### config.mk
export PLATFORM = sky130hd
export DESIGN_NAME = lc3_mem_arbiter_flat
export DESIGN_NICKNAME = d
export VERILOG_FILES = /design/src/rtl/lc3_mem_arbiter_if.sv /design/src/rtl/lc3_mem_arbiter.sv /design/src/flat_wrapper.sv
export SDC_FILE = /design/constraint.sdc
export NUM_CORES = 1
export LEC_CHECK = 0
export ABC_AREA = 1
export BUFFER_PORTS_ARGS = -buffer_cell sky130_fd_sc_hd__buf_2
export CAP_MARGIN = 15
export CORE_MARGIN = 2
export CORE_UTILIZATION = 40
export CTS_CLUSTER_DIAMETER = 60
export DETAILED_ROUTE_END_ITERATION = 6
export PLACE_DENSITY = 0.8
export SETUP_SLACK_MARGIN = 0.5
export SYNTH_ARGS = -nofsm -noshare
export SYNTH_HDL_FRONTEND = slang
export SYNTH_SLANG_ARGS = --single-unit
export TNS_END_PERCENT = 20
### constraint.sdc
create_clock -name clock -period 2.15 [get_ports clock]
set_input_delay 0.43 -clock clock [delete_from_list [all_inputs] [get_ports clock]]
set_output_delay 0.43 -clock clock [all_outputs]
set_load 0.03 [all_outputs]
### src/rtl/lc3_mem_arbiter_if.sv
// Request/response and memory-bus bundle between the LC3 pipeline and lc3_mem_arbiter.
// slave = arbiter side, master = pipeline/memory side.
interface lc3_mem_arbiter_if #(
    parameter int ADDR_W = 16,
    parameter int DATA_W = 16
);
    logic              instrmem_rd;
    logic [ADDR_W-1:0] PC;
    logic [DATA_W-1:0] Instr_dout;
    logic              complete_instr;
    logic              Data_rd;
    logic              Data_wr;
    logic [ADDR_W-1:0] Data_addr;
    logic [DATA_W-1:0] Data_din;
    logic [DATA_W-1:0] Data_dout;
    logic              complete_data;
    logic              mem_en;
    logic              mem_we;
    logic [ADDR_W-1:0] mem_addr;
    logic [DATA_W-1:0] mem_wdata;
    logic [DATA_W-1:0] mem_rdata;
    logic              mem_ready;
    logic              mem_err;

    modport slave (
        input  instrmem_rd, PC, Data_rd, Data_wr, Data_addr, Data_din,
               mem_rdata, mem_ready,
        output Instr_dout, complete_instr, Data_dout, complete_data,
               mem_en, mem_we, mem_addr, mem_wdata, mem_err
    );

    modport master (
        output instrmem_rd, PC, Data_rd, Data_wr, Data_addr, Data_din,
               mem_rdata, mem_ready,
        input  Instr_dout, complete_instr, Data_dout, complete_data,
               mem_en, mem_we, mem_addr, mem_wdata, mem_err
    );
endinterface

### src/rtl/lc3_mem_arbiter.sv
// Serialises LC3 fetch and load/store requests onto one single-ported memory;
// data requests win over fetch, each completion held until its request drops.
module lc3_mem_arbiter #(
    parameter int ADDR_W  = 16,
    parameter int DATA_W  = 16,
    parameter int TIMEOUT = 255,
    parameter int TO_W    = 8
) (
    input logic                clock,
    input logic                reset,
    lc3_mem_arbiter_if.slave   bus
);
    typedef enum logic [2:0] {IDLE, I_BUSY, D_BUSY, I_DONE, D_DONE} state_t;

    localparam logic [TO_W-1:0] TO_LAST = TO_W'(TIMEOUT - 1);

    state_t            state, state_n;
    logic [TO_W-1:0]   cnt, cnt_n;
    logic              is_load, is_load_n;
    logic              mem_en_q, mem_en_n;
    logic              mem_we_q, mem_we_n;
    logic [ADDR_W-1:0] mem_addr_q, mem_addr_n;
    logic [DATA_W-1:0] mem_wdata_q, mem_wdata_n;
    logic              mem_err_q, mem_err_n;
    logic [DATA_W-1:0] instr_q, instr_n;
    logic [DATA_W-1:0] data_q, data_n;
    logic              cmp_i_q, cmp_i_n;
    logic              cmp_d_q, cmp_d_n;
    logic              data_req;
    logic              finish;
    logic              timed_out;
    logic [DATA_W-1:0] result;

    assign data_req  = bus.Data_rd | bus.Data_wr;
    assign timed_out = !bus.mem_ready && (cnt == TO_LAST);
    assign finish    = bus.mem_ready || timed_out;
    assign result    = bus.mem_ready ? bus.mem_rdata : '0;

    always_comb begin
        state_n     = state;
        cnt_n       = cnt;
        is_load_n   = is_load;
        mem_en_n    = mem_en_q;
        mem_we_n    = mem_we_q;
        mem_addr_n  = mem_addr_q;
        mem_wdata_n = mem_wdata_q;
        mem_err_n   = mem_err_q;
        instr_n     = instr_q;
        data_n      = data_q;
        cmp_i_n     = cmp_i_q;
        cmp_d_n     = cmp_d_q;

        case (state)
            IDLE: begin
                if (data_req) begin
                    state_n     = D_BUSY;
                    mem_en_n    = 1'b1;
                    mem_we_n    = bus.Data_wr;
                    mem_addr_n  = bus.Data_addr;
                    mem_wdata_n = bus.Data_din;
                    is_load_n   = bus.Data_rd & ~bus.Data_wr;
                    mem_err_n   = bus.Data_rd & bus.Data_wr;
                    cnt_n       = '0;
                end else if (bus.instrmem_rd) begin
                    state_n     = I_BUSY;
                    mem_en_n    = 1'b1;
                    mem_we_n    = 1'b0;
                    mem_addr_n  = bus.PC;
                    mem_wdata_n = '0;
                    is_load_n   = 1'b0;
                    mem_err_n   = 1'b0;
                    cnt_n       = '0;
                end
            end

            // Both busy states share the ready/timeout handling; a timeout
            // completes like a read of zero with mem_err raised.
            I_BUSY, D_BUSY: begin
                if (!bus.mem_ready) begin
                    cnt_n = cnt + 1'b1;
                end
                if (finish) begin
                    mem_en_n = 1'b0;
                    if (timed_out) begin
                        mem_err_n = 1'b1;
                    end
                    if (state == I_BUSY) begin
                        instr_n = result;
                        cmp_i_n = 1'b1;
                        state_n = I_DONE;
                    end else begin
                        if (is_load) begin
                            data_n = result;
                        end
                        cmp_d_n = 1'b1;
                        state_n = D_DONE;
                    end
                end
            end

            I_DONE: begin
                if (!bus.instrmem_rd) begin
                    cmp_i_n = 1'b0;
                    state_n = IDLE;
                end
            end

            D_DONE: begin
                if (!data_req) begin
                    cmp_d_n = 1'b0;
                    state_n = IDLE;
                end
            end

            default: state_n = IDLE;
        endcase
    end

    always_ff @(posedge clock) begin
        if (reset) begin
            state       <= IDLE;
            cnt         <= '0;
            is_load     <= 1'b0;
            mem_en_q    <= 1'b0;
            mem_we_q    <= 1'b0;
            mem_addr_q  <= '0;
            mem_wdata_q <= '0;
            mem_err_q   <= 1'b0;
            instr_q     <= '0;
            data_q      <= '0;
            cmp_i_q     <= 1'b0;
            cmp_d_q     <= 1'b0;
        end else begin
            state       <= state_n;
            cnt         <= cnt_n;
            is_load     <= is_load_n;
            mem_en_q    <= mem_en_n;
            mem_we_q    <= mem_we_n;
            mem_addr_q  <= mem_addr_n;
            mem_wdata_q <= mem_wdata_n;
            mem_err_q   <= mem_err_n;
            instr_q     <= instr_n;
            data_q      <= data_n;
            cmp_i_q     <= cmp_i_n;
            cmp_d_q     <= cmp_d_n;
        end
    end

    assign bus.mem_en         = mem_en_q;
    assign bus.mem_we         = mem_we_q;
    assign bus.mem_addr       = mem_addr_q;
    assign bus.mem_wdata      = mem_wdata_q;
    assign bus.mem_err        = mem_err_q;
    assign bus.Instr_dout     = instr_q;
    assign bus.Data_dout      = data_q;
    assign bus.complete_instr = cmp_i_q;
    assign bus.complete_data  = cmp_d_q;
endmodule

### src/flat_wrapper.sv
// flat-port wrapper written by rule: the top's interface ports become plain ports
module lc3_mem_arbiter_flat 
#(
    parameter int ADDR_W  = 16,
    parameter int DATA_W  = 16,
    parameter int TIMEOUT = 255,
    parameter int TO_W    = 8
)
  (clock, reset, bus_instrmem_rd, bus_PC, bus_Data_rd, bus_Data_wr, bus_Data_addr, bus_Data_din, bus_mem_rdata, bus_mem_ready, bus_Instr_dout, bus_complete_instr, bus_Data_dout, bus_complete_data, bus_mem_en, bus_mem_we, bus_mem_addr, bus_mem_wdata, bus_mem_err);
  lc3_mem_arbiter_if #(.ADDR_W(ADDR_W), .DATA_W(DATA_W)) bus_i ();
  input logic clock;
  input logic reset;
  input wire logic [$bits(bus_i.instrmem_rd)-1:0] bus_instrmem_rd;
  input wire logic [$bits(bus_i.PC)-1:0] bus_PC;
  input wire logic [$bits(bus_i.Data_rd)-1:0] bus_Data_rd;
  input wire logic [$bits(bus_i.Data_wr)-1:0] bus_Data_wr;
  input wire logic [$bits(bus_i.Data_addr)-1:0] bus_Data_addr;
  input wire logic [$bits(bus_i.Data_din)-1:0] bus_Data_din;
  input wire logic [$bits(bus_i.mem_rdata)-1:0] bus_mem_rdata;
  input wire logic [$bits(bus_i.mem_ready)-1:0] bus_mem_ready;
  output wire logic [$bits(bus_i.Instr_dout)-1:0] bus_Instr_dout;
  output wire logic [$bits(bus_i.complete_instr)-1:0] bus_complete_instr;
  output wire logic [$bits(bus_i.Data_dout)-1:0] bus_Data_dout;
  output wire logic [$bits(bus_i.complete_data)-1:0] bus_complete_data;
  output wire logic [$bits(bus_i.mem_en)-1:0] bus_mem_en;
  output wire logic [$bits(bus_i.mem_we)-1:0] bus_mem_we;
  output wire logic [$bits(bus_i.mem_addr)-1:0] bus_mem_addr;
  output wire logic [$bits(bus_i.mem_wdata)-1:0] bus_mem_wdata;
  output wire logic [$bits(bus_i.mem_err)-1:0] bus_mem_err;
  assign bus_i.instrmem_rd = bus_instrmem_rd;
  assign bus_i.PC = bus_PC;
  assign bus_i.Data_rd = bus_Data_rd;
  assign bus_i.Data_wr = bus_Data_wr;
  assign bus_i.Data_addr = bus_Data_addr;
  assign bus_i.Data_din = bus_Data_din;
  assign bus_i.mem_rdata = bus_mem_rdata;
  assign bus_i.mem_ready = bus_mem_ready;
  assign bus_Instr_dout = bus_i.Instr_dout;
  assign bus_complete_instr = bus_i.complete_instr;
  assign bus_Data_dout = bus_i.Data_dout;
  assign bus_complete_data = bus_i.complete_data;
  assign bus_mem_en = bus_i.mem_en;
  assign bus_mem_we = bus_i.mem_we;
  assign bus_mem_addr = bus_i.mem_addr;
  assign bus_mem_wdata = bus_i.mem_wdata;
  assign bus_mem_err = bus_i.mem_err;
  lc3_mem_arbiter #(.ADDR_W(ADDR_W), .DATA_W(DATA_W), .TIMEOUT(TIMEOUT), .TO_W(TO_W)) u_core (.clock(clock), .reset(reset), .bus(bus_i));
endmodule
==> results of run 1 <==
-- worst paths after layout --
| kind | start | endpoint | slack [ns] | cells after the start |
|---|---|---|---|---|
| hold / removal | bus_Data_addr[6] | u_core.bus.mem_addr[6] | 0.33 | 3 |
| hold reg to reg | u_core.bus.mem_wdata[7] | u_core.bus.mem_wdata[7] | 0.46 | 2 |
| setup / recovery | u_core.state[1] | u_core.cnt[5] | 0.60 | 8 |
| setup reg to reg | u_core.state[1] | u_core.cnt[5] | 0.60 | 8 |
-- cell usage in the layout, fill, tap and decap left out, types with 3 or more instances in the layout --
master / n
xor2_1: 3
inv_1: 34
dfxtp_1: 81
o21ai_1: 16
nor2_4: 5
clkbuf_8: 10
a21oi_1: 56
a21oi_2: 3
clkinv_4: 3
nand2_2: 3
nand2_4: 3
buf_4: 9
nand2_1: 164
nand2_8: 4
o21ai_0: 6
buf_2: 138
nand4_1: 3
nor2_1: 19
a31oi_1: 16
nand3_1: 31
-- through the flow --
| step | util | instances |
|---|---|---|
| global route | 0.522 | 728 |
| floorplan | - | 482 |
| finish | 0.522 | 728 |
| detailed placement | 0.494 | 708 |
| CTS | 0.515 | 724 |
| global placement | 0.494 | 708 |
-- tightest hold or removal path, cell delays in order --
cell and delay (ns):
buf_2 0.09, nand2_1 0.05, a31oi_1 0.07
-- power by group through the flow --
stage	sequential, W	clock (W)	combinational (W)
floorplan	0.00259	0	0.00144
global placement	0.00206	0	0.00239
detailed placement	0.00206	0	0.00245
CTS	0.00204	0.00107	0.00245
global route	0.00207	0.00112	0.00269
finish	0.00204	0.00105	0.00246
-- routing by layer --
layer / wire, um / vias to the layer above / GRT usage / part of all wire
met1: 3990 / 1621 / 0.227 / 0.45
li1: - / 1826 / - / -
met4: 110 / 0 / 0.0643 / 0.012
met2: 4130 / 120 / 0.318 / 0.47
met3: 646 / 11 / 0.0390 / 0.073
met5: 0 / - / 0 / 0
-- cell usage after synthesis, drive strengths merged --
cell type	number	area, um^2
a31oi	16	100
clkinv	1	8.76
inv	37	149
o21ai	22	110
buf	13	109
nor2	25	148
clkbuf	12	45.0
ha	2	25.0
a21oi	59	307
xor2	3	26.3
nand3	33	183
nor3	1	5.00
nand2	174	721
dfxtp	81	1620
nand4	3	18.8
-- kinds of logic (layout without fill, tap and decap cells) --
group / after synthesis / after routing / synth area share
flops: 81 / 81 / 0.453
fa+ha+maj: 2 / 2 / 0.00700
buf+inv: 63 / 201 / 0.0871
xor+xnor: 3 / 3 / 0.00735
compound gates: 97 / 97 / 0.145
simple gates: 236 / 236 / 0.301
-- cell type report --
type	count	area (um^2)	area share
tap	108	135	0.0298
clock buffer	10	138	0.0304
clock inverter	6	50.0	0.0110
multi-input combinational	338	1670	0.369
sequential	81	1620	0.358
timing repair buffer	147	758	0.167
inverter	38	158	0.0348
-- flip-flops by register name, summed over array words and instances, names as in the netlist --
signal	count
u_core.bus.complete_data	1
u_core.bus.Instr_dout	16
u_core.state	3
u_core.bus.mem_wdata	16
u_core.is_load	1
u_core.bus.mem_en	1
u_core.bus.mem_addr	16
u_core.bus.Data_dout	16
u_core.bus.mem_we	1
u_core.cnt	8
u_core.bus.complete_instr	1
u_core.bus.mem_err	1
-- timing repair --
action                                  4_1_cts  5_1_grt
endpoints found under the setup margin        0       38
setup buffers                                 0        4
resized for setup                             0        4
==> out/results.tsv, run 1 <==
stage	metric	value	unit
grt	grt_pass1_wl	14.9	mm
timing	finalHoldViolCount	0	
pwr	peakVddDrop	0.000733	V
die	die_area	0.00971	mm^2
clocking	cts-root-buf	clkbuf_8	
grt	track_usage	0.184	
synthesis	synth_seq_cells	81	
placed_design	portBuffers	138	
worst_setup_path	crit_top_cell	nor2_1	
pwr	p_sw	0.00253	W
worst_setup_path	arrival	1.84	ns
die	coreArea	0.00868	mm^2
timing	fin_ws	0.605	ns
worst_setup_path	cpMaxStageDelayCell	dfxtp_1	
timing	tns	0	ns
clocking	clk_path_buf_depth	2	
clocking	clkLatencyLatePin	0.35	ns
final_layout	area_growth	26.7	%
synthesis	syn_nets	554	
drt	vias	3578	
worst_setup_path	critical-path-top-delay-family	simple AND/OR/NAND/NOR gates	
clocking	cts_made_buffers	9	
pwr	clock_power_share	0.189	
worst_setup_path	critPathMaxStageDelay	0.46	ns
timing	slew_headroom	0.580	
worst_setup_path	worstPathRequired	2.45	ns
grt	antenna_found_initial	0	
timing	setup_viol	0	
die	rows	34	
timing	fin_crit	1.55	ns
timing	skew	0.0115	ns
final_layout	drive_above_1_share	0.303	
pwr	p_per_area	1220	mW/mm^2
die	die_h	98.6	um
clocking	hold_buffers	0	
worst_setup_path	crit_fanout	34	
worst_setup_path	endpoint_kind	flip-flop	
drt	drtIter0Drc	115	
final_layout	fill_cells	857	
placed_design	place_ws	0.538	ns
synthesis	syn_area	0.00358	mm^2
worst_setup_path	cp.buffers_inverters	3	
placed_design	dp_hpwl	6.55	mm
final_layout	final_nets	687	
pwr	p_leak	2.15	nW
worst_setup_path	crit_chain	inv_2, nand2_4, inv_8, nand2_8, clkinv_4, nor2_1, o21ai_1, nor2_1	
timing	final_max_slew_viol_count	0	
die	start_util	0.412	
placed_design	dpl_cell_area	0.00429	mm^2
synthesis	yosysSeqAreaShare	0.453	
timing	rsz0062_at_grt	yes	
grt	grt_pass1_vias	3391	
placed_design	place_congestion	0.873	
grt	overflow	0	
worst_hold_path	min_path_type	in2reg	
pwr	comb_power_share	0.444	
clocking	htreeDepth	3	
final_layout	final_area	0.00453	mm^2
clocking	cts_num_sinks	81	
drt	vias_per_cell	4.91	
drt	routedWlPerCell	12.2	um
pwr	seqPwrFrac	0.367	
synthesis	syn-mean-instance-area	7.42	um^2
timing	worst_slew_pin_slew	0.629	ns
pwr	power	0.00555	W
status	status	finished clean	
synthesis	synth_cell_types	30	
drt	drc	0	
synthesis	syn_inst	482	
timing	max_freq	0.647	GHz
drt	drt_wl_total	8.88	mm
worst_setup_path	startpoint_type	flip-flop	
timing	hold_slack	0.332	ns
drt	drt_pre_antenna_iters	4	
flow_run	drv_cap	0	
drt	ant_nets	0	
die	fp.dieW	98.6	um
clocking	path_clk_slew	0.09	ns
timing	finalCritPeriodShare	0.719	
die	ioPinCount	139	
clocking	cts_tree	built	
pwr	p_sw_frac	0.455	
pwr	internal_power	0.00302	W
final_layout	num_antenna_cells	0	
grt	grt_start_max_net_pins	35	
synthesis	yosysWarnings	0	
worst_setup_path	path_class	reg2reg	
No activity file was read; power rests on OpenSTA's default activity.
==> inputs of run 2 (changes only) <==
Clock period 2.15 ns to 1.5 ns, I/O delays scaled along.
==> run 2 against run 1 <==
Against the previous run:
- clock-buffer cell count is 1 lower
- critical path depth is 1 lower
- clock power is 94% higher
- maximum frequency is 14% higher
- flip-flop and latch count stayed put
- core utilization is 6.1 points higher
- cell count is 2.7% higher
- sequential power is 45% higher
- design area is 12% higher
- power is 68% higher
- combinational power is 76% higher
- highest routed layer unchanged
==> out/results.tsv, run 2 (synthesis results as in run 1) <==
stage	metric	value	unit
final_layout	num_antenna_cells	0	
grt	antenna_found_initial	0	
placed_design	dpl_cell_area	0.00439	mm^2
die	start_util	0.412	
timing	setup_viol	0	
final_layout	fill_cells	773	
clocking	path_clk_slew	0.10	ns
timing	skew	0.0125	ns
worst_setup_path	crit_top_cell	nor2_4	
pwr	peakVddDrop	0.00139	V
timing	fin_crit	1.36	ns
timing	finalHoldViolCount	0	
die	ioPinCount	139	
worst_hold_path	min_path_type	in2reg	
final_layout	area_growth	41.5	%
grt	grt_pass1_vias	3395	
clocking	clkLatencyLatePin	0.36	ns
clocking	htreeDepth	3	
drt	vias	3802	
worst_setup_path	crit_fanout	8	
timing	worst_slew_pin_slew	0.277	ns
flow_run	drv_cap	0	
placed_design	dp_hpwl	6.55	mm
clocking	clk_path_buf_depth	2	
worst_setup_path	startpoint_type	flip-flop	
die	rows	34	
grt	grt_start_max_net_pins	48	
timing	finalCritPeriodShare	0.905	
worst_setup_path	endpoint_kind	flip-flop	
placed_design	portBuffers	138	
worst_hold_path	hold_start	bus_Data_addr[7]	
drt	drt_wl_total	10.1	mm
placed_design	place_congestion	0.900	
drt	routedWlPerCell	13.5	um
timing	slew_headroom	0.815	
drt	drc	0	
timing	final_max_slew_viol_count	0	
worst_setup_path	critPathLaunch	u_core.state[2]	
timing	max_freq	0.736	GHz
worst_setup_path	worstPathRequired	1.79	ns
worst_setup_path	cpMaxStageDelayCell	dfxtp_4	
final_layout	final_area	0.00506	mm^2
pwr	p_leak	2.39	nW
die	die_area	0.00971	mm^2
status	status	finished clean	
worst_setup_path	critical-path-top-delay-family	simple AND/OR/NAND/NOR gates	
worst_setup_path	cp.buffers_inverters	2	
grt	track_usage	0.194	
final_layout	layout_commonest_cell	nand2_1	
clocking	cts_made_buffers	9	
drt	ant_nets	0	
die	coreArea	0.00868	mm^2
timing	rsz0062_at_grt	yes	
clocking	cts-root-buf	clkbuf_8	
grt	overflow	0	
grt	grt_pass1_wl	15.6	mm
clocking	cts_tree	built	
drt	drt_pre_antenna_iters	5	
drt	drtIter0Drc	179	
timing	tns	0	ns
final_layout	drive_above_1_share	0.384	
worst_setup_path	arrival	1.65	ns
final_layout	final_nets	707	
clocking	cts_num_sinks	81	
pwr	p_per_area	1840	mW/mm^2
die	die_h	98.6	um
worst_setup_path	path_class	reg2reg	
final_layout	layout_common_cells	146 x nand2_1, 138 x buf_2, 74 x dfxtp_1	
die	fp.dieW	98.6	um
worst_setup_path	reg2reg_from	u_core.state[2]	
worst_setup_path	critPathMaxStageDelay	0.37	ns
worst_setup_path	crit_chain	nor2_4, nand2_4, nor2_4, buf_6, clkbuf_16, nand2_1, a21oi_1	
drt	vias_per_cell	5.08	
## run 2: final cells by class
class / count / area, um^2 / share of cell area
Clock inverter: 7 / 130 / 0.0257
Clock buffer: 9 / 124 / 0.0245
Tap cell: 108 / 135 / 0.0267
Inverter: 38 / 189 / 0.0373
Sequential cell: 81 / 1640 / 0.324
Multi-Input combinational cell: 343 / 1910 / 0.378
Timing Repair Buffer: 162 / 928 / 0.184
## run 2: final timing paths
kind,to,slack [ns],cells past startpoint
worst max-delay path,u_core.bus.Data_dout[6],0.14,7
worst min-delay path,u_core.bus.mem_addr[7],0.20,3
worst max register to register,u_core.bus.Data_dout[6],0.14,7
worst min register to register,u_core.bus.mem_wdata[2],0.46,2
## run 2: layer usage
layer / up-vias / global-route usage / part of all wire
met3: 22 / 0.0376 / 0.082
met5: - / 0 / 0
met1: 1724 / 0.257 / 0.43
met4: 0 / 0.0685 / 0.020
li1: 1873 / - / -
met2: 183 / 0.316 / 0.47
## run 2: tightest hold or removal path: stages
cell and delay, ns:
buf_2 0.09, nand2_1 0.05, a31oi_1 0.07
## run 2: power by group
group | switching, W | total (W) | internal (W)
logic | 0.00288 | 0.00432 | 0.00144
registers | 0.000318 | 0.00296 | 0.00264
clock network | 0.000895 | 0.00204 | 0.00114
total | 0.00410 | 0.00932 | 0.00522
## run 2: timing repair
item / 4_1_cts / 5_1_grt
pin swaps: 10 / 17
gates cloned: 3 / 3
resized for setup: 17 / 47
hold buffers: 0 / 0
setup buffers: 3 / 8
setup endpoints to repair: 150 / 150
## run 2: through the flow
step	hold WS [ns]	utilization	instances	setup WS [ns]	power, W
4_1_cts	0.189	0.550	737	0.164	0.00898
6_report	0.203	0.583	748	0.142	0.00932
2_1_floorplan	0.439	-	482	0.212	0.00581
3_5_place_dp	0.449	0.506	715	0.119	0.00661
5_1_grt	0.197	0.583	748	0.0626	0.00985
3_3_place_gp	0.444	0.506	715	0.148	0.00652
